[src/rtl/cdc_req_arbiter.sv]
// Round-robin arbiter granting one clk_i-domain resource to NUM_REQ asynchronous
// requesters, each running a 4-phase req/ack handshake through a flop synchroniser.

module dual_flop_sync #(
    parameter int unsigned MIDDLE_STAGE_EN = 0
) (
    input  logic clk_i,
    input  logic arst_ni,
    input  logic d_i,
    output logic q_o
);

    localparam int unsigned STAGES = 2 + MIDDLE_STAGE_EN;

    logic [STAGES-1:0] sync_q;

    always_ff @(posedge clk_i or negedge arst_ni) begin
        if (!arst_ni) begin
            sync_q <= '0;
        end else begin
            sync_q <= {sync_q[STAGES-2:0], d_i};
        end
    end

    assign q_o = sync_q[STAGES-1];

endmodule

module cdc_req_arbiter #(
    parameter  int unsigned NUM_REQ           = 4,
    parameter  int unsigned SYNC_MIDDLE_STAGE = 0,
    localparam int unsigned IDX_W             = $clog2(NUM_REQ)
) (
    input  logic               clk_i,
    input  logic               arst_ni,
    input  logic [NUM_REQ-1:0] req_i,
    output logic [NUM_REQ-1:0] ack_o,
    output logic               gnt_valid_o,
    output logic [IDX_W-1:0]   gnt_idx_o,
    input  logic               gnt_done_i,
    output logic               proto_err_o
);

    localparam logic [1:0] CH_IDLE    = 2'd0;
    localparam logic [1:0] CH_GRANTED = 2'd1;
    localparam logic [1:0] CH_ACKED   = 2'd2;

    localparam logic [0:0] ARB_IDLE = 1'b0;
    localparam logic [0:0] ARB_BUSY = 1'b1;

    logic [NUM_REQ-1:0] req_s;
    logic [NUM_REQ-1:0] pending;

    logic [1:0]         ch_q [NUM_REQ];
    logic [1:0]         ch_d [NUM_REQ];
    logic [NUM_REQ-1:0] ack_q, ack_d;
    logic [0:0]         arb_q, arb_d;
    logic [IDX_W-1:0]   last_q, last_d;
    logic [IDX_W-1:0]   gnt_idx_q, gnt_idx_d;
    logic               proto_err_q, proto_err_d;

    logic               found;
    logic [IDX_W-1:0]   win_idx;
    logic               grant_now;
    logic               done_now;

    for (genvar g = 0; g < NUM_REQ; g++) begin : g_sync
        dual_flop_sync #(
            .MIDDLE_STAGE_EN(SYNC_MIDDLE_STAGE)
        ) u_sync (
            .clk_i  (clk_i),
            .arst_ni(arst_ni),
            .d_i    (req_i[g]),
            .q_o    (req_s[g])
        );
    end

    always_comb begin
        for (int unsigned i = 0; i < NUM_REQ; i++) begin
            pending[i] = req_s[i] && (ch_q[i] == CH_IDLE);
        end
    end

    // Search begins one past the last winner; offsets 1..NUM_REQ wrap back to last_q itself.
    always_comb begin
        int unsigned idx;
        found   = 1'b0;
        win_idx = '0;
        for (int unsigned k = 1; k <= NUM_REQ; k++) begin
            idx = 32'(last_q) + k;
            if (idx >= NUM_REQ) begin
                idx = idx - NUM_REQ;
            end
            if (!found && pending[IDX_W'(idx)]) begin
                found   = 1'b1;
                win_idx = IDX_W'(idx);
            end
        end
    end

    always_comb begin
        arb_d     = arb_q;
        last_d    = last_q;
        gnt_idx_d = gnt_idx_q;
        grant_now = 1'b0;
        done_now  = 1'b0;
        case (arb_q)
            ARB_IDLE: begin
                if (found) begin
                    arb_d     = ARB_BUSY;
                    last_d    = win_idx;
                    gnt_idx_d = win_idx;
                    grant_now = 1'b1;
                end
            end
            default: begin
                if (gnt_done_i) begin
                    arb_d    = ARB_IDLE;
                    done_now = 1'b1;
                end
            end
        endcase
    end

    always_comb begin
        proto_err_d = 1'b0;
        for (int unsigned i = 0; i < NUM_REQ; i++) begin
            ch_d[i] = ch_q[i];
            case (ch_q[i])
                CH_IDLE: begin
                    if (grant_now && (win_idx == IDX_W'(i))) begin
                        ch_d[i] = CH_GRANTED;
                    end
                end
                CH_GRANTED: begin
                    // Only one channel can be GRANTED, so done_now always belongs to it.
                    if (done_now) begin
                        if (req_s[i]) begin
                            ch_d[i] = CH_ACKED;
                        end else begin
                            ch_d[i]     = CH_IDLE;
                            proto_err_d = 1'b1;
                        end
                    end
                end
                CH_ACKED: begin
                    if (!req_s[i]) begin
                        ch_d[i] = CH_IDLE;
                    end
                end
                default: begin
                    ch_d[i] = CH_IDLE;
                end
            endcase
            ack_d[i] = (ch_d[i] == CH_ACKED);
        end
    end

    always_ff @(posedge clk_i or negedge arst_ni) begin
        if (!arst_ni) begin
            for (int unsigned i = 0; i < NUM_REQ; i++) begin
                ch_q[i] <= CH_IDLE;
            end
            ack_q       <= '0;
            arb_q       <= ARB_IDLE;
            last_q      <= IDX_W'(NUM_REQ - 1);
            gnt_idx_q   <= '0;
            proto_err_q <= 1'b0;
        end else begin
            for (int unsigned i = 0; i < NUM_REQ; i++) begin
                ch_q[i] <= ch_d[i];
            end
            ack_q       <= ack_d;
            arb_q       <= arb_d;
            last_q      <= last_d;
            gnt_idx_q   <= gnt_idx_d;
            proto_err_q <= proto_err_d;
        end
    end

    assign ack_o       = ack_q;
    assign gnt_valid_o = (arb_q == ARB_BUSY);
    assign gnt_idx_o   = gnt_idx_q;
    assign proto_err_o = proto_err_q;

endmodule

[config.mk]
export PLATFORM = sky130hd
export DESIGN_NAME = cdc_req_arbiter
export DESIGN_NICKNAME = d
export VERILOG_FILES = /design/src/rtl/cdc_req_arbiter.sv
export SDC_FILE = /design/constraint.sdc
export NUM_CORES = 1
export LEC_CHECK = 0
export ABC_AREA = 1
export BUFFER_PORTS_ARGS = -buffer_cell sky130_fd_sc_hd__buf_4
export CORE_ASPECT_RATIO = 1.2
export CORE_MARGIN = 2
export CORE_UTILIZATION = 35
export CTS_BUF_LIST = sky130_fd_sc_hd__clkbuf_4
export CTS_CLUSTER_SIZE = 10
export DETAILED_ROUTE_END_ITERATION = 12
export GPL_TIMING_DRIVEN = 0
export SLEW_MARGIN = 20
export SYNTH_ARGS = -nofsm -noshare
export SYNTH_HDL_FRONTEND = slang
export SYNTH_SLANG_ARGS = --single-unit
[constraint.sdc]
create_clock -name clk_i -period 1.6 [get_ports clk_i]
set_input_delay 0.32 -clock clk_i [delete_from_list [all_inputs] [get_ports clk_i]]
set_output_delay 0.32 -clock clk_i [all_outputs]
set_load 0.01 [all_outputs]
* Yosys cells after proc, flatten, opt, wreduce, memory -nomap -nowiden
Index checks and enable logic that the tools add are counted.
W data, S select, Z words.
** Storage, ports and cells
- Flip-flop bits (word level) :: 26
- Input bits :: 7
- Output and inout bits :: 8
- Logic and storage cells :: 123
** Operators by class
- Add/subtract/negate cells :: 8
- Order comparisons :: 8
- Equality and inequality tests :: 15
- Mux-type cells :: 58
- Bitwise gates (word level) :: 1
- Reduce and logical (&&, ||, !) cells :: 20
** Operators with widths (number)
- $mux W2 :: 24
- $mux W1 :: 26
- $pmux W2 S3 :: 4
- $eq A2 B2 Y1 const B :: 10
- $lt A2 B3 Y1 const B :: 4
- $logic_and A1 B1 Y1 :: 11
- $eq A2 B1 Y1 const B :: 5
- $logic_not A2 Y1 :: 5
- $ge A3 B3 Y1 const B :: 3
- $bmux W1 S2 :: 4
- $sub A2 B1 Y2 const B :: 4
- $add A2 B2 Y3 const B :: 2
- $add A2 B3 Y4 const B :: 1
- $ge A4 B3 Y1 const B :: 1
- $add A2 B1 Y3 const B :: 1
- $logic_not A1 Y1 :: 3
- $reduce_and A2 Y1 :: 1
- $not A1 Y1 :: 1

* Logic depth before layout (Yosys ltp)
- Depth after elaboration :: 21
- Mapped depth :: 13
- Gate-level depth less buffers :: 12

* By module
A second synthesis with hierarchy kept.
** Unflattened totals
- Cells, all modules :: 148
- Area, all modules :: 1290.0 µm²
** By module, submodules not included
- cdc_req_arbiter :: times used 1, cells each 140, area an instance 1089.8 µm², seq. area each 452.9 µm²
- dual_flop_sync :: times used 4, cells each 2, area an instance 50.0 µm², seq. area each 50.0 µm²

* Worst setup path before layout
No wires, ideal clock.
- Path kind :: register to register
- Start :: register last_q[0]
- End :: register gnt_idx_q[0] (netlist: gnt_idx_o[0])
- Library setup time :: 121 ps
- Data arrival time :: 1440 ps
- Data required time :: 1479 ps
- Setup slack :: 39 ps
- Stages on the path, launching flop included :: 11
- Path buffers :: 1
- Period minus slack after synthesis :: 1561 ps
- Path through :: dfstp_2 buf_6 nand2_1 nand2_4 nand3_4 nand2_4 nand3_2 nor2_4 nor2_4 nand2_1 nand2_1
** Between the ends
- Word-level cells in the longest chain between the ends :: 16
- Elaborated cells between the ends (all ways) :: 39
- Classes of those cells :: add/sub (8); order compare (4); mux (20); reduce/logical (7)
** Ends and longest elaborated chain
- from (decl) :: RTL line 58 : logic [IDX_W-1:0] last_q, last_d;
- from (signal assigned) :: RTL line 166 : last_q <= IDX_W'(NUM_REQ - 1);
- from (signal assigned) :: RTL line 175 : last_q <= last_d;
- $add A2 B1 Y3 :: RTL line 90 : idx = 32'(last_q) + k;
- $ge A3 B3 Y1 or $sub A2 B1 Y2 (tied branches) :: RTL line 91, 92
- $mux W2 :: RTL line 91 : if (idx >= NUM_REQ) begin
- $bmux W1 S2 :: RTL line 94 : if (!found && pending[IDX_W'(idx)]) begin
- $mux W1 (not written as such) :: RTL line 94
- $mux W1 :: RTL line 94
- $logic_not A1 Y1 :: RTL line 94
- $logic_and A1 B1 Y1 :: RTL line 94
- $mux W1 :: RTL line 94
- $logic_not A1 Y1 :: RTL line 94
- $logic_and A1 B1 Y1 :: RTL line 94
- $mux W1 :: RTL line 94
- $logic_not A1 Y1 :: RTL line 94
- $logic_and A1 B1 Y1 :: RTL line 94
- $mux W1 :: RTL line 94
- $reduce_and A2 Y1 (no source line)
- to (signal assigned) :: RTL line 176 : gnt_idx_q <= gnt_idx_d;
- to (decl) :: RTL line 59 : logic [IDX_W-1:0] gnt_idx_q, gnt_idx_d;
Several ways; a longest one is shown, not always the timed one. The select of a mux whose other input is x is not followed.
A chain may end at the register's enable or synchronous reset.

* Worst setup path in the final report
- Start :: register last_q[0]
- End :: register last_q[1]
** Between the ends
- Word-level cells in the longest chain between the ends :: 16
- Elaborated cells between the ends (all ways) :: 39
- Classes of those cells :: add/sub (8); order compare (4); mux (20); reduce/logical (7)
** Ends and longest elaborated chain (RTL line)
- $add A2 B1 Y3 :: 90
- $ge A3 B3 Y1 or $sub A2 B1 Y2 (tied branches) :: 91, 92
- $mux W2 :: 91
- $bmux W1 S2 :: 94
- $mux W1 (not written as such) :: 94
- $mux W1 :: 94
- $logic_not A1 Y1 :: 94
- $logic_and A1 B1 Y1 :: 94
- $mux W1 :: 94
- $logic_not A1 Y1 :: 94
- $logic_and A1 B1 Y1 :: 94
- $mux W1 :: 94
- $logic_not A1 Y1 :: 94
- $logic_and A1 B1 Y1 :: 94
- $mux W1 :: 94
- $reduce_and A2 Y1 (no source line)
Several ways; a longest one is shown, not always the timed one. The select of a mux whose other input is x is not followed.

==> metrics <==
worst setup path start=last_q[0]; Psw=between 1.5 and 2 mW; RSZ-0062 raised after global routing=true; Die Height=between 70 and 80 µm; largest family of logic cells by synthesized area=simple AND/OR/NAND/NOR gates; combinational fraction of design power=0.683; antenna violations before repair=0; setup violators final=9; Yosys reg bits=26; Post-Synth XOR/XNOR Area=0; overall power=3.81 mW; max_slew headroom=0.786; synthesized net count=approximately 160; Final WS setup=-0.131 ns; Slew Limit Fails=0; Fmax achieved=578 MHz; cells after synthesis=148; Post-Syn Area=1290 µm²; Warnings, synthesis=0; largest net degree at the start of global routing=27; grt total ovfl=0; Worst EP arrival=roughly 2.0 ns; root buffer cell=clkbuf_4; Remaining DRCs=0; vias in the first global route=roughly 1100; worst path required time=around 1.9 ns; first-pass GRT wire length=4.93 mm; kind of critical path=reg -> reg; crit path launch type=flop; status=complete, but fails checks; count leader, synth=nand2_1; placed insts=roughly 200; post-synthesis sequential area ratio=0.507; Post-synth top cells=nand2_1, dfrtp_1, nand3_1, nor2_1, inv_1; Avg Vias per Cell=approximately 5.3; Layout Cells excl Fill=about 220; RD Place Congestion=slightly below 0.8; Top Ports=15; Hold Vio Cnt, Final=0; Initial Util=0.361; total track usage=0.150; ant diodes=0; die width=approximately 59 µm; prevailing post-synth register cell=dfrtp_1; CP Capture Type=flop; CP Max Fanout=8; Distinct cells, synth=22; Adder-Cell Fraction of Synth Area=0; IO buf count=14; antenna-violating nets left=0; area grow syn2layout=42.8%; clk sinks=26; top cells by area, synth=dfrtp_1, nand2_1, nand3_1; Hold WS=between 0.09 and 0.1 ns; total number of vias=approximately 1100; share of layout cells above drive strength 1=0.489; VDD IR-drop max=~0.00084 V; Post-synth EDFFs=0; skew final=~0.0044 ns; Max H-tree Level=1; DR pass1 iterations=4; post-synth top area share=0.466; min Tclk post-route=between 1.5 and 2 ns; clock power share=0.073; Syn Area/Cell=8.71 µm²; Worst-path clk slew=~0.13 ns; Rows=24; period utilisation layout=1.08; CTS Buf Count=3; Switching Share=0.494; number of nets in the layout=roughly 180; setup TNS=-1.05 ns; Flop pwr share=0.244; worst hold path type=in -> reg; WL per Instance=approximately 14 µm; hpwl dp=roughly 1.9 mm; CTS tree=done; max_cap viols=0; Slew @ Worst Pin=approximately 0.32 ns; drt total wl=approximately 3 mm; die area=~4200 µm²; dominant cell type by area after synthesis=dfrtp_1; drt first-iter violations=26; post-synthesis mux area share=0; Compound-Gate Fraction of Synth Area=0.0893; Max Root-Sink Buffers=2; Clk Latency, worst-skew pair=0.32 ns; Async S/R FF share, synth=1.00; RR Startpoint=last_q[0]; failing checks=setup timing; hold path start=req_i[2]; Internal Power=~1.9 mW; PwrDens=2070 nW/µm²; static leakage=between 0.8 and 0.9 nW; simple-gate share of the synthesized area=0.362; core area=between 3000 and 4000 µm²
## cell families after synthesis
group,after synthesis
flip-flops,26
buffers and inverters,11
AND/OR/NAND/NOR,92
AO/OA/AOI/OAI,19
## metal layers
metal | part of all wire | track usage | vias to the layer above
li1 | - | - | 548
met1 | 0.39 | 0.182 | 567
met2 | 0.57 | 0.266 | 21
met3 | 0.020 | 0.0111 | 10
met4 | 0.028 | 0.0606 | 0
met5 | 0 | 0 | -
## power groups by stage
| stage | combinational (mW) | clock (mW) | sequential [mW] |
|---|---|---|---|
| detailed placement | 1.55 | 0 | 0.930 |
| CTS | 2.25 | 0.292 | 0.920 |
| global placement | 1.52 | 0 | 0.923 |
| global route | 2.79 | 0.304 | 0.951 |
| floorplan | 1.18 | 0 | 0.937 |
| finish | 2.60 | 0.277 | 0.929 |
## per-stage QoR
stage / area (µm²) / util / setup WS, ns
CTS: 1730 / 0.485 / -0.105
global placement: 1440 / 0.404 / -0.121
detailed placement: 1440 / 0.404 / -0.133
floorplan: 1290 / - / 0.0393
global route: 1840 / 0.515 / -0.228
finish: 1840 / 0.515 / -0.131
## worst max-delay path, cell delays in order (launching register included)
cell and delay, ns:
dfstp_2 0.58, buf_12 0.15, inv_12 0.05, nand2_4 0.07, nand2_8 0.08, nand3_4 0.10
nand2_8 0.08, nand3_4 0.09, nor2_4 0.06, nor2_4 0.22, nand2_2 0.10, o21ai_2 0.07
## sequential cells by signal, indices dropped and copies added, names as in the netlist
| signal | flops |
|---|---|
| ack_o | 4 |
| ch_q | 8 |
| g_sync.u_sync.sync_q | 8 |
| gnt_idx_o | 2 |
| gnt_valid_o | 1 |
| last_q | 2 |
| proto_err_o | 1 |
## final timing paths
kind	cells past startpoint	slack [ns]	endpoint
setup / recovery	11	-0.13	last_q[1]
hold / removal	1	0.1	g_sync[2].u_sync.sync_q[0]
setup reg to reg	11	-0.13	last_q[1]
hold reg to reg	0	0.36	g_sync[2].u_sync.sync_q[1]
max in group asynchronous	2	0.88	last_q[0]
min in group asynchronous	2	0.42	g_sync[3].u_sync.sync_q[0]
## repair_timing
action	in CTS	in global routing
hold buffers	1	0
hold endpoints to repair	24	0
setup buffers	7	1
pin swaps	15	15
gates cloned	1	0
resized for setup	39	23
setup endpoints to repair	8	9
## layout by cell type, fill, tap and decap left out, types with 2 or more instances in the layout
cell type | synthesis | routed
nand3_4 | 1 | 9
nand2_2 | 4 | 16
nand3_1 | 22 | 7
o21ai_0 | 3 | 3
nand2_1 | 42 | 24
buf_4 | 0 | 22
dfstp_2 | 2 | 2
a21oi_1 | 5 | 5
a21boi_0 | 6 | 6
dfrtp_1 | 24 | 24
nand2_4 | 2 | 6
nor2_1 | 11 | 7
nor2_4 | 3 | 4
nand3_2 | 4 | 11
nor2_2 | 2 | 5
inv_1 | 8 | 8
nand2_8 | 0 | 2
clkbuf_4 | 0 | 3
## area by class of cell
class,count,area [µm²]
fillers,311,1730
multi-input cells,111,840
flip-flops and latches,26,653
repair buffers,24,203
inverters,10,50.0
well taps,39,48.8
clock buffers,3,22.5
plain buffers,1,20.0
clock inverters,1,3.75
No activity file was read; power rests on OpenSTA's default activity.
